$ cat src/rtl/display_pkg.sv
// Shared types and frame geometry for the seven-segment display serializer.
package display_pkg;

    localparam int FRAME_BITS = 48;
    localparam int BYTE_BITS  = 8;
    localparam int DIGITS     = 6;

    typedef enum logic [1:0] {
        IDLE  = 2'd0,
        LOAD  = 2'd1,
        SHIFT = 2'd2,
        LATCH = 2'd3
    } state_e;

    function automatic logic [BYTE_BITS-1:0] pack_byte(input logic dp, input logic [6:0] seg);
        return {dp, seg};
    endfunction

endpackage

$ cat src/rtl/display_serializer_tick_gen.sv
// Half-period tick generator: divides i_clk by CLK_DIV while active and enabled.
module serial_tick_gen #(
    parameter int CLK_DIV = 4
) (
    input  logic i_clk,
    input  logic i_reset,
    input  logic i_en,
    input  logic i_active,
    output logic o_tick
);

    localparam logic [7:0] DIV_LAST = 8'(CLK_DIV - 1);

    logic [7:0] div_q;
    logic [7:0] div_d;

    // Divider restarts from zero every time the serializer leaves IDLE/LOAD,
    // so each SHIFT/LATCH phase lasts exactly CLK_DIV cycles.
    always_comb begin
        o_tick = i_en && i_active && (div_q == DIV_LAST);
        div_d  = div_q;
        if (!i_active) begin
            div_d = 8'd0;
        end else if (div_q == DIV_LAST) begin
            div_d = 8'd0;
        end else begin
            div_d = div_q + 8'd1;
        end
    end

    always_ff @(posedge i_clk or posedge i_reset) begin
        if (i_reset) begin
            div_q <= 8'd0;
        end else if (i_en) begin
            div_q <= div_d;
        end
    end

endmodule

$ cat src/rtl/display_serializer.sv
// Serializes six seven-segment bytes into a shift-register chain, then latches.
// Optional decimal-point input i_dp is added when SERIAL_DP_EN is defined.
//   state | meaning
//   IDLE  | waiting for i_start
//   LOAD  | capture segment inputs into the frame register
//   SHIFT | clock out 48 bits, MSB first, low then high half-period each
//   LATCH | pulse o_serial_latch for one half-period
module display_serializer
    import display_pkg::*;
#(
    parameter int CLK_DIV = 4
) (
    input  logic       i_clk,
    input  logic       i_reset,
    input  logic       i_en,
    input  logic       i_start,
    input  logic [6:0] i_hours_msb,
    input  logic [6:0] i_hours_lsb,
    input  logic [6:0] i_minutes_msb,
    input  logic [6:0] i_minutes_lsb,
    input  logic [6:0] i_seconds_msb,
    input  logic [6:0] i_seconds_lsb,
`ifdef SERIAL_DP_EN
    input  logic [5:0] i_dp,
`endif
    output logic       o_serial_data,
    output logic       o_serial_clk,
    output logic       o_serial_latch,
    output logic       o_busy
);

    localparam logic [5:0] LAST_BIT = 6'(FRAME_BITS - 1);

    state_e                  state_q, state_d;
    logic [FRAME_BITS-1:0]   sr_q, sr_d;
    logic [5:0]              bit_q, bit_d;
    logic                    sclk_q, sclk_d;
    logic                    tick;
    logic [DIGITS-1:0]       dp_w;
    logic [FRAME_BITS-1:0]   frame_w;

`ifdef SERIAL_DP_EN
    assign dp_w = i_dp;
`else
    assign dp_w = '0;
`endif

    assign frame_w = {pack_byte(dp_w[5], i_hours_msb),
                      pack_byte(dp_w[4], i_hours_lsb),
                      pack_byte(dp_w[3], i_minutes_msb),
                      pack_byte(dp_w[2], i_minutes_lsb),
                      pack_byte(dp_w[1], i_seconds_msb),
                      pack_byte(dp_w[0], i_seconds_lsb)};

    serial_tick_gen #(.CLK_DIV(CLK_DIV)) u_tick (
        .i_clk    (i_clk),
        .i_reset  (i_reset),
        .i_en     (i_en),
        .i_active ((state_q == SHIFT) || (state_q == LATCH)),
        .o_tick   (tick)
    );

    always_comb begin
        state_d = state_q;
        sr_d    = sr_q;
        bit_d   = bit_q;
        sclk_d  = sclk_q;
        case (state_q)
            IDLE: begin
                if (i_start) state_d = LOAD;
            end
            LOAD: begin
                sr_d    = frame_w;
                bit_d   = 6'd0;
                sclk_d  = 1'b0;
                state_d = SHIFT;
            end
            SHIFT: begin
                if (tick) begin
                    if (!sclk_q) begin
                        sclk_d = 1'b1;
                    end else begin
                        // Falling edge: advance data while the receiver clock is low.
                        sclk_d = 1'b0;
                        sr_d   = {sr_q[FRAME_BITS-2:0], 1'b0};
                        if (bit_q == LAST_BIT) begin
                            bit_d   = 6'd0;
                            state_d = LATCH;
                        end else begin
                            bit_d = bit_q + 6'd1;
                        end
                    end
                end
            end
            LATCH: begin
                if (tick) state_d = IDLE;
            end
            default: state_d = IDLE;
        endcase
    end

    always_ff @(posedge i_clk or posedge i_reset) begin
        if (i_reset) begin
            state_q <= IDLE;
            sr_q    <= '0;
            bit_q   <= 6'd0;
            sclk_q  <= 1'b0;
        end else if (i_en) begin
            state_q <= state_d;
            sr_q    <= sr_d;
            bit_q   <= bit_d;
            sclk_q  <= sclk_d;
        end
    end

    assign o_serial_data  = (state_q == SHIFT) && sr_q[FRAME_BITS-1];
    assign o_serial_clk   = sclk_q;
    assign o_serial_latch = (state_q == LATCH);
    assign o_busy         = (state_q != IDLE);

endmodule

$ cat config.mk
export PLATFORM = sky130hd
export DESIGN_NAME = display_serializer
export DESIGN_NICKNAME = d
export VERILOG_FILES = /design/src/rtl/display_pkg.sv /design/src/rtl/display_serializer_tick_gen.sv /design/src/rtl/display_serializer.sv
export SDC_FILE = /design/constraint.sdc
export NUM_CORES = 1
export LEC_CHECK = 0
export BUFFER_PORTS_ARGS = -buffer_cell sky130_fd_sc_hd__buf_2
export CAP_MARGIN = 10
export CORE_MARGIN = 5
export CORE_UTILIZATION = 53
export CTS_CLUSTER_SIZE = 20
export DETAILED_ROUTE_END_ITERATION = 12
export HOLD_SLACK_MARGIN = 0.1
export PLACE_DENSITY = 0.75
export SYNTH_ARGS = -nofsm -noshare
export SYNTH_HDL_FRONTEND = slang
export SYNTH_SLANG_ARGS = --single-unit
$ cat constraint.sdc
create_clock -name i_clk -period 5.8 [get_ports i_clk]
set_clock_uncertainty 0.05 [all_clocks]
set_input_delay 1.16 -clock i_clk [delete_from_list [all_inputs] [get_ports i_clk]]
set_output_delay 1.16 -clock i_clk [all_outputs]
set_load 0.05 [all_outputs]
* Yosys cells after proc, flatten, opt, wreduce, memory -nomap -nowiden
Index checks and enable logic that the tools add are counted.
** Storage, ports and cells
- Output and inout port bits :: 4
- Flip-flop bits (word level) :: 65
- RAM bits :: 0
- ROM bits :: 0
- Bits of input ports :: 46
- Memories :: 0
- Latch bits :: 0
- Word-level logic and storage cells :: 45
** Cells by class
- Eq/ne operators :: 10
- Div/mod/pow operators :: 0
- Bitwise logic cells :: 0
- Magnitude comparators :: 0
- Reduce and logical (&&, ||, !) cells :: 10
- Multipliers :: 0
- Shift-type cells :: 0
- Add/subtract/negate cells :: 2
- Muxes and demuxes :: 18
** Operators with widths (count)
- 48-bit two-way mux :: 2
- 48-bit case mux with 2 select lines :: 1
- 6-bit two-way mux :: 3
- 8-bit two-way mux :: 2
- 6-bit case mux with 2 select lines :: 1
- 2-bit two-way mux :: 5
- 8-bit by 1-bit adder with 8-bit output, second input constant :: 1
- 8-bit by 2-bit == test with 1-bit output, second input constant :: 1
- 2-bit != test, second input constant :: 4
- 2-bit case mux with 4 select lines :: 1
- 6-bit by 1-bit adder with 6-bit output, second input constant :: 1
- 6-bit == test, second input constant :: 1
- 6-bit AND reduction :: 1
- 2-bit == test, second input constant :: 2
- 4-bit AND reduction :: 1
- 2-bit nonzero test :: 2
- 1-bit logical AND :: 3
- 3-bit AND reduction :: 1
- 2-bit by 1-bit == test with 1-bit output, second input constant :: 1
- 2-bit zero test :: 1
- 1-bit two-way mux :: 2
- 2-bit by 1-bit != test with 1-bit output, second input constant :: 1
- 1-bit case mux with 2 select lines :: 1
- 1-bit logical OR :: 1

* Depth between registers and ports, before layout
Gate-level depths: netlist of the first run.
- Depth after elaboration :: 6
- Gate-level depth with buffers :: 8
- Mapped depth without buffers :: 6

* By module
A second synthesis of the first run with hierarchy kept.
** Second synthesis, totals
- Cell total of the unflattened synthesis :: 313
- Area, all modules :: 3170.5 µm²
** Modules (own cells, without submodules)
- display_serializer :: cells each 268, sequential area each 1426.4 µm², area an instance 2727.6 µm², times used 1
- serial_tick_gen :: cells each 45, sequential area each 200.2 µm², area an instance 442.9 µm², times used 1

* Worst setup path after synthesis of the first run
Ideal clock, no wire load.
- Path type :: register -> output
- From :: register state_q[0]
- To :: output o_serial_data
- Buffers on the path :: 0
- Path slack :: 3.109 ns
- Stages on the path, launching flop included :: 5
- Data required time :: 4.590 ns
- Arrival :: 1.481 ns
- Path through :: dfrtp_1 inv_1 ha_1 clkinv_1 nor2_1
** Between the ends
- Word-level cells in the longest chain between the ends :: 2
** Ends and longest elaborated chain
- start: declaration :: RTL line display_serializer.sv:34 : state_e state_q, state_d;
- start signal: assignment :: RTL line display_serializer.sv:109 : state_q <= state_d;
- 2-bit == test :: RTL line display_serializer.sv:116 : assign o_serial_data = (state_q == SHIFT) && sr_q[FRAME_BITS-1];
- 1-bit logical AND :: RTL line display_serializer.sv:116
- end: declaration :: RTL line display_serializer.sv:26 : output logic o_serial_data,
No other way between the ends.

* Final worst setup path of the first run
- From :: input i_en
- To :: register sr_q[32]
** Between the ends
- Word-level cells in the longest chain between the ends :: 4
** Ends and longest elaborated chain
- start: declaration :: RTL line display_serializer.sv:15 : input logic i_en,
- 1-bit logical AND (2 in series) :: RTL line display_serializer_tick_gen.sv:20 : o_tick = i_en && i_active && (div_q == DIV_LAST);
- 2-bit != test (no source line)
- 4-bit AND reduction (no source line) *
- end signal: assignment :: RTL line display_serializer.sv:110 : sr_q <= sr_d;
- end: declaration :: RTL line display_serializer.sv:35 : logic [FRAME_BITS-1:0] sr_q, sr_d;
Mark *: on every way between the ends. The rest lies on a longest branch, timed or not.
A chain may end at the register's enable or synchronous reset.

==> impl_summary.txt, run 1 <==
----------------------------------------------------
[Worst setup path]
  Arrival time at the worst endpoint ... around 3.4 ns
  Startpoint types ... input port
  Critical setup path kind ... in -> reg
  Beginning of the worst register-to-register path ... state_q[1]$_DFFE_PP0P_
  Nature of the critical path endpoint ... flip-flop
  Critical Path RT ... 5.97 ns
  Setup slack of the most critical reg-to-reg path ... between 2 and 3 ns
  Highest fanout seen on the critical path ... 49
  Reg2reg end ... sr_q[32]$_DFFE_PP0P_
  FF-to-FF path depth ... 5

[GRT]
  Gr usage total ... between 15 and 20%
  Total congestion overflow ... 0
  Antenna violations before repair ... 0
  Number of global-route vias before repair ... ~2400
  Global-route wire length before repair ... 10800 microns
  Maximum number of pins on one net before global-route repair ... 66

[Drt]
  Post-detailed-route count of antenna-violating nets ... 0
  Routed wirelength normalized by instance count ... 15.0 microns
  Detailed Routing Iterations Pass 1 ... 4
  Routed via count ... ~2300
  Initial DRC Count ... about 120
  Total DRC errors in the routed layout ... 0
  DR vias/cell ... 5.61
  Total wire length after detailed routing ... 6200 microns

[STA]
  Worst slew pin tran ... 1.07 ns
  Worst relative slew slack ... 29.0%
  Total Negative Setup Slacks ... 0 ns
  Setup violations, final ... 0
  Max-slew violation count ... 0
  Time the final worst path needs with I/O delays and setup ... about 3.2 ns
  Final-report hold violation count ... 0
  RSZ-0062 raised after global routing ... false
  Setup WS post-layout ... 2.55 ns
  Highest achievable clock rate ... roughly 300 MHz
  Final period util ... 55.9%

[Synthesis]
  Synth cell types ... 43
  Number of synthesized register bits ... 65
  Count of synthesis-stage warnings from yosys ... 0
  Predominant post-synthesis flop cell ... sky130_fd_sc_hd__dfrtp_1
  Most common cell in the synthesized netlist ... sky130_fd_sc_hd__mux2_2
  Post-Synthesis Cells ... 285
  Number of enable flip-flop cells after synthesis ... 0
  Post-synthesis cell type with the largest combined area ... sky130_fd_sc_hd__dfrtp_1
  Area contributors post-synth ... sky130_fd_sc_hd__dfrtp_1 48%, sky130_fd_sc_hd__mux2_2 27%, sky130_fd_sc_hd__o21ai_0 2.9%
  Post-Syn Area ... 3410 sq um
  Mean cell area of the mapped netlist ... ~12 sq um
  Commonest cells in the synthesized netlist ... 81 x sky130_fd_sc_hd__mux2_2, 65 x sky130_fd_sc_hd__dfrtp_1, 20 x sky130_fd_sc_hd__o21ai_0, 14 x sky130_fd_sc_hd__inv_1, 12 x sky130_fd_sc_hd__nand2_1
  Sequential area share after synthesis ... 47.7%
  Nets in the synthesized netlist ... 337
  Post-synthesis async set-or-reset flop share ... 100%
  Share of Yosys cell area claimed by the top area cell type ... 47.7%

[CTS]
  Total clock buffers created by CTS ... 9
  Clock Tree Root ... sky130_fd_sc_hd__clkbuf_8
  Cells resized by post-CTS repair ... 0
  Number of post-CTS setup repair buffers ... 0
  Clk buf depth ... 2
  Maximum level of the CTS H-tree ... 3
  Num Clock Sinks ... 65
  Clock insertion delay at the later pin of the skew report ... 0.34 ns
  Quantity of hold-fixing buffers added after cts ... 0
  Clock transition at the register clock pins on the worst setup and hold paths after CTS ... 0.07 ns
  CTS tree ... done

[Placed design]
  Detail Placement HPWL ... 4080 microns
  Instance area at placement ... 3670 sq um
  Global placer's final weighted congestion ... a little under 0.8
  Worst Setup Slack post-DPL ... 2.17 ns
  Post-Place Cells ... between 300 and 400
  Count of buffers from port buffering ... 49

[Floorplan]
  Overall die area ... between 8000 and 9000 sq um
  Number of standard-cell rows in the floorplan ... 29
  Starting density of the core ... 54.0%
  Horiz. Die Dim ... roughly 90 microns
  Core area ... 6310 sq um
  Num ports ... 50
  Die Y-Extent ... 90.2 microns

[Pwr]
  Maximum vdd drop ... 0.000272 V
  Pwr per Cell Area ... about 500 nW/um^2
  Leakage power figure ... 0.00170 uW

[Layout]
  Number of standard cells in the final layout excluding fillers ... 412
  Area of all placed cells without fillers ... 3880 sq um
  Layout Nets ... 382
  Layout fillers ... 548
  Antenna Diode Count ... 0
  Fraction of final layout cells with drive strength greater than 1 ... 46.6%
  Synth-to-layout area growth ... 13.7%

[Worst hold path]
  Worst Hold Launch ... sr_q[27]$_DFFE_PP0P_
  Hold Path Cell Cnt ... 1
  Terminating pin of the worst hold path ... sr_q[27]$_DFFE_PP0P_
  HP Class ... reg -> reg

[Run]
  Max-cap violations ... 0

[Outcome]
  Result of the run ... completed

----------------------------------------------------
==> critical path: stages <==
cell and delay (ns):
sky130_fd_sc_hd__buf_2 0.23, sky130_fd_sc_hd__and2_0 0.62, sky130_fd_sc_hd__o21a_2 0.97, sky130_fd_sc_hd__mux2_2 0.42
==> metal layers <==
| layer | track usage, % | share of wire (%) |
|---|---|---|
| met2 | 25.5 | 50 |
| met1 | 20.8 | 45 |
| met5 | 0 | 0 |
| met4 | 5.96 | 0.86 |
| met3 | 3.34 | 4.8 |
==> through the flow <==
stage               power, uW  utilization, %  hold WS [ns]
floorplan                1430               -         0.402
global placement         1530            58.2         0.414
finish                   1930            61.4         0.438
CTS                      1960            61.4         0.444
global route             2070            61.4         0.461
detailed placement       1560            58.2         0.428
==> sequential cells by signal, indices dropped and copies added, names as in the netlist <==
register	cells
bit_q	6
o_serial_clk	1
sr_q	48
state_q	2
u_tick.div_q	8
==> layout make-up <==
class / instances / area (sq um) / share of cell area (%)
Sequential cell: 65 / 1630 / 41.9
Timing Repair Buffer: 51 / 260 / 6.71
Inverter: 15 / 56.3 / 1.45
Tap cell: 77 / 96.3 / 2.48
Clock buffer: 10 / 138 / 3.55
Multi-Input combinational cell: 188 / 1630 / 42.1
Clock inverter: 6 / 67.6 / 1.74
==> cell families after synthesis <==
logic type | after synthesis | synth area share, %
compound gates | 42 | 8.00
xor+xnor | 1 | 0.257
fa+ha+maj | 6 | 2.20
buf+inv | 32 | 4.48
flops | 65 | 47.7
mux | 86 | 28.3
simple gates | 53 | 9.06
==> power by group <==
| part | leakage [uW] | switching, uW | internal (uW) |
|---|---|---|---|
| registers | 0.000813 | 98.6 | 633 |
| logic | 0.000789 | 373 | 436 |
| clock network | 0.0000985 | 180 | 211 |
| total | 0.00170 | 651 | 1280 |
==> cell usage in the layout (no fill, tap or decap), types with 3 or more instances in the layout <==
master and n:
sky130_fd_sc_hd__nand3_1 4, sky130_fd_sc_hd__clkbuf_8 10, sky130_fd_sc_hd__o221ai_1 3, sky130_fd_sc_hd__buf_2 49, sky130_fd_sc_hd__mux2_2 81, sky130_fd_sc_hd__mux2_1 3
sky130_fd_sc_hd__a31oi_1 3, sky130_fd_sc_hd__o21ai_0 20, sky130_fd_sc_hd__ha_1 5, sky130_fd_sc_hd__inv_1 13, sky130_fd_sc_hd__and3_1 5, sky130_fd_sc_hd__nor2_1 8
sky130_fd_sc_hd__nand4_1 10, sky130_fd_sc_hd__dfrtp_1 65, sky130_fd_sc_hd__nand2_1 12
==> worst max-delay path by stage <==
stage                     startpoint              endpoint  slack [ns]  depth (start not counted)
final                           i_en  sr_q[32]$_DFFE_PP0P_        2.55                          4
after global routing            i_en  sr_q[19]$_DFFE_PP0P_        2.37                          4
after CTS                       i_en  sr_q[13]$_DFFE_PP0P_        2.53                          4
after detailed placement        i_en   sr_q[2]$_DFFE_PP0P_        2.17                          4
after global placement          i_en  sr_q[44]$_DFFE_PP0P_        2.20                          4
after floorplan              i_reset  bit_q[0]$_DFFE_PP0P_        2.96                          1
No activity file was read; power rests on OpenSTA's default activity.
==> run 2: changes to the inputs <==
==> constraint.sdc (replaced) <==
create_clock -name i_clk -period 3.3 [get_ports i_clk]
set_clock_uncertainty 0.05 [all_clocks]
set_input_delay 0.66 -clock i_clk [delete_from_list [all_inputs] [get_ports i_clk]]
set_output_delay 0.66 -clock i_clk [all_outputs]
set_load 0.05 [all_outputs]
==> run 2 against run 1 <==
Clock power increased by 90%. Cell area increased by 1.1%. Combinational power increased by 80%. Critical path type is now reg -> out. Largest cell class unchanged.
==> impl_summary.txt, run 2 (synthesis gave the netlist of run 1 again) <==
----------------------------------------------------
[Pwr]
  Pwr per Cell Area ... 892 nW/um^2 (was 498 nW/um^2)
  Clock share of power ... 21.2% (was 20.2%)
  Internal Pwr Total ... 2330 uW (was 1280 uW)
  P_sw ... 1160 uW (was 651 uW)
  Leakage power figure ... 0.00173 uW (was 0.00170 uW)
  Sw Share ... 33.3% (was 33.7%)
  Sequential fraction of design power ... 37.0% (was 37.9%)
  Combinational power share ... 41.8% (was 41.9%)
  Maximum vdd drop ... 0.000518 V (was 0.000272 V)

[Layout]
  Synth-to-layout area growth ... 15.0% (was 13.7%)
  Top flop regs ... sr_q x48, u_tick.div_q x8, bit_q x6 (unchanged)
  Register with the most flip-flops ... sr_q (unchanged)
  Commonest cells after routing, fill and taps aside ... 81 x sky130_fd_sc_hd__mux2_2, 65 x sky130_fd_sc_hd__dfrtp_1, 49 x sky130_fd_sc_hd__buf_2 (unchanged)
  Antenna Diode Count ... 0 (unchanged)
  Area taken by flip-flops and latches ... 1630 sq um (unchanged)
  Fraction of final layout cells with drive strength greater than 1 ... 47.2% (was 46.6%)
  Most common cell after layout, fill and taps aside ... sky130_fd_sc_hd__mux2_2 (unchanged)
  Layout fillers ... 528 (was 548)
  Utilization of the core after routing ... 62.1% (was 61.4%)
  Layout Nets ... 386 (was 382)
  Flip-flop count of the largest register after layout ... 48 (unchanged)
  Area occupied by multi-input gates ... 1630 sq um (unchanged)

[Worst setup path]
  Highest fanout seen on the critical path ... 15 (was 49)
  Critical Path RT ... 2.59 ns (was 5.97 ns)
  Nature of the critical path endpoint ... output pin (was flip-flop)
  Startpoint types ... flip-flop (was input port)
  Arrival time at the worst endpoint ... 2.03 ns (was 3.42 ns)
  Setup slack of the most critical reg-to-reg path ... 0.81 ns (was 2.87 ns)
  Critical setup path kind ... reg -> out (was in -> reg)

[GRT]
  Total congestion overflow ... 0 (unchanged)
  Maximum number of pins on one net before global-route repair ... 66 (unchanged)
  Global-route wire length before repair ... 11500 microns (was 10800 microns)
  Gr usage total ... 17.1% (was 15.8%)
  Antenna violations before repair ... 0 (unchanged)
  Number of global-route vias before repair ... 2470 (was 2386)

[Placed design]
  Global placer's final weighted congestion ... 0.792 (was 0.779)
  Detail Placement HPWL ... 4440 microns (was 4080 microns)
  Count of buffers from port buffering ... 49 (unchanged)
  Worst Setup Slack post-DPL ... 0.812 ns (was 2.17 ns)

[CTS]
  CTS tree ... done (unchanged)
  Clk buf depth ... 2 (unchanged)
  Num Clock Sinks ... 65 (unchanged)
  Total clock buffers created by CTS ... 9 (unchanged)
  Maximum level of the CTS H-tree ... 3 (unchanged)
  Clock transition at the register clock pins on the worst setup and hold paths after CTS ... 0.07 ns (about the same)
  Clock insertion delay at the later pin of the skew report ... 0.34 ns (about the same)
  Clock Tree Root ... sky130_fd_sc_hd__clkbuf_8 (unchanged)
  Cells resized by post-CTS repair ... 0 (unchanged)
  Number of post-CTS setup repair buffers ... 0 (unchanged)
  Quantity of hold-fixing buffers added after cts ... 0 (unchanged)

[Drt]
  Total DRC errors in the routed layout ... 0 (unchanged)
  Total wire length after detailed routing ... 6390 microns (was 6200 microns)
  Initial DRC Count ... 182 (was 123)
  DR vias/cell ... 5.60 (was 5.61)
  Detailed Routing Iterations Pass 1 ... 4 (unchanged)
  Routed wirelength normalized by instance count ... 15.4 microns (was 15.0 microns)
  Post-detailed-route count of antenna-violating nets ... 0 (unchanged)
  Routed via count ... 2330 (was 2310)

[STA]
  Highest achievable clock rate ... 364 MHz
  Max-slew violation count ... 0 (unchanged)
  Time the final worst path needs with I/O delays and setup ... 2.74 ns
  Final period util ... around 83%
  Setup WS post-layout ... 0.556 ns (was 2.55 ns)
  Final-report hold violation count ... 0 (unchanged)
  Worst slew pin tran ... 0.805 ns (was 1.07 ns)
  Total Negative Setup Slacks ... 0 ns (unchanged)
  RSZ-0062 raised after global routing ... false (unchanged)
  Setup violations, final ... 0 (unchanged)
  Worst relative slew slack ... 46.3% (was 29.0%)

[Floorplan]
  Num ports ... 50 (unchanged)
  Overall die area ... 8140 sq um (unchanged)
  Die Y-Extent ... 90.2 microns (unchanged)
  Core area ... 6310 sq um (unchanged)
  Starting density of the core ... 54.0% (unchanged)
  Number of standard-cell rows in the floorplan ... 29 (unchanged)
  Horiz. Die Dim ... 90.2 microns (unchanged)

[Outcome]
  Result of the run ... completed (unchanged)

[Run]
  Max-cap violations ... 0 (unchanged)

[Worst hold path]
  HP Class ... reg -> reg (unchanged)

----------------------------------------------------
[run 2: cell types whose count changed in the layout (fill, tap and decap cells not counted), sizes merged]
cell | previous run | this run
buf | 51 | 55
bufinv | 1 | 2
clkbuf | 10 | 9
clkinv | 4 | 3
inv | 14 | 15
[run 2: worst paths after layout]
check,startpoint,to,cells after the start
worst max-delay path,state_q[0]$_DFFE_PP0P_,o_serial_data,5
worst min-delay path,sr_q[27]$_DFFE_PP0P_,sr_q[27]$_DFFE_PP0P_,1
worst max register to register,u_tick.div_q[0]$_DFFE_PP0P_,sr_q[3]$_DFFE_PP0P_,6
worst min register to register,sr_q[27]$_DFFE_PP0P_,sr_q[27]$_DFFE_PP0P_,1
min in group asynchronous,i_reset,sr_q[1]$_DFFE_PP0P_,3
max in group asynchronous,i_reset,u_tick.div_q[1]$_DFFE_PP0P_,3
[run 2: routing by layer]
metal | GRT usage [%] | part of all wire (%)
met4 | 5.83 | 1.7
met3 | 5.93 | 4.7
met2 | 26.7 | 48
met1 | 22.2 | 46
met5 | 0 | 0
[run 2: metrics by stage]
stage | instance area (sq um) | hold slack (ns) | std cells | total power (uW)
2_1_floorplan | 3410 | 0.402 | 285 | 2510
3_3_place_gp | 3700 | 0.413 | 400 | 2730
3_5_place_dp | 3700 | 0.421 | 400 | 2800
4_1_cts | 3920 | 0.440 | 416 | 3550
5_1_grt | 3920 | 0.469 | 416 | 3760
6_report | 3920 | 0.437 | 416 | 3500
[run 2: area by class of cell]
type                            instances  share of cell area, %
Tap cell                               77                   2.46
Sequential cell                        65                   41.5
Clock buffer                            9                   3.16
Clock inverter                          7                   2.39
Timing Repair Buffer                   55                   7.40
Inverter                               15                   1.44
Multi-Input combinational cell        188                   41.7
[run 2: critical path: stages, from the launching register on]
cell,delay [ns]
sky130_fd_sc_hd__dfrtp_1,0.40
sky130_fd_sc_hd__inv_1,0.11
sky130_fd_sc_hd__ha_2,0.42
sky130_fd_sc_hd__clkinv_1,0.31
sky130_fd_sc_hd__nor2_1,0.18
sky130_fd_sc_hd__buf_2,0.28
[run 2: power by group through the flow]
stage               Sequential, uW  Combinational (uW)  Clock [uW]
finish                        1290                1460         741
global route                  1340                1630         796
CTS                           1300                1490         758
detailed placement            1310                1480           0
global placement              1290                1440           0
floorplan                     1260                1250           0
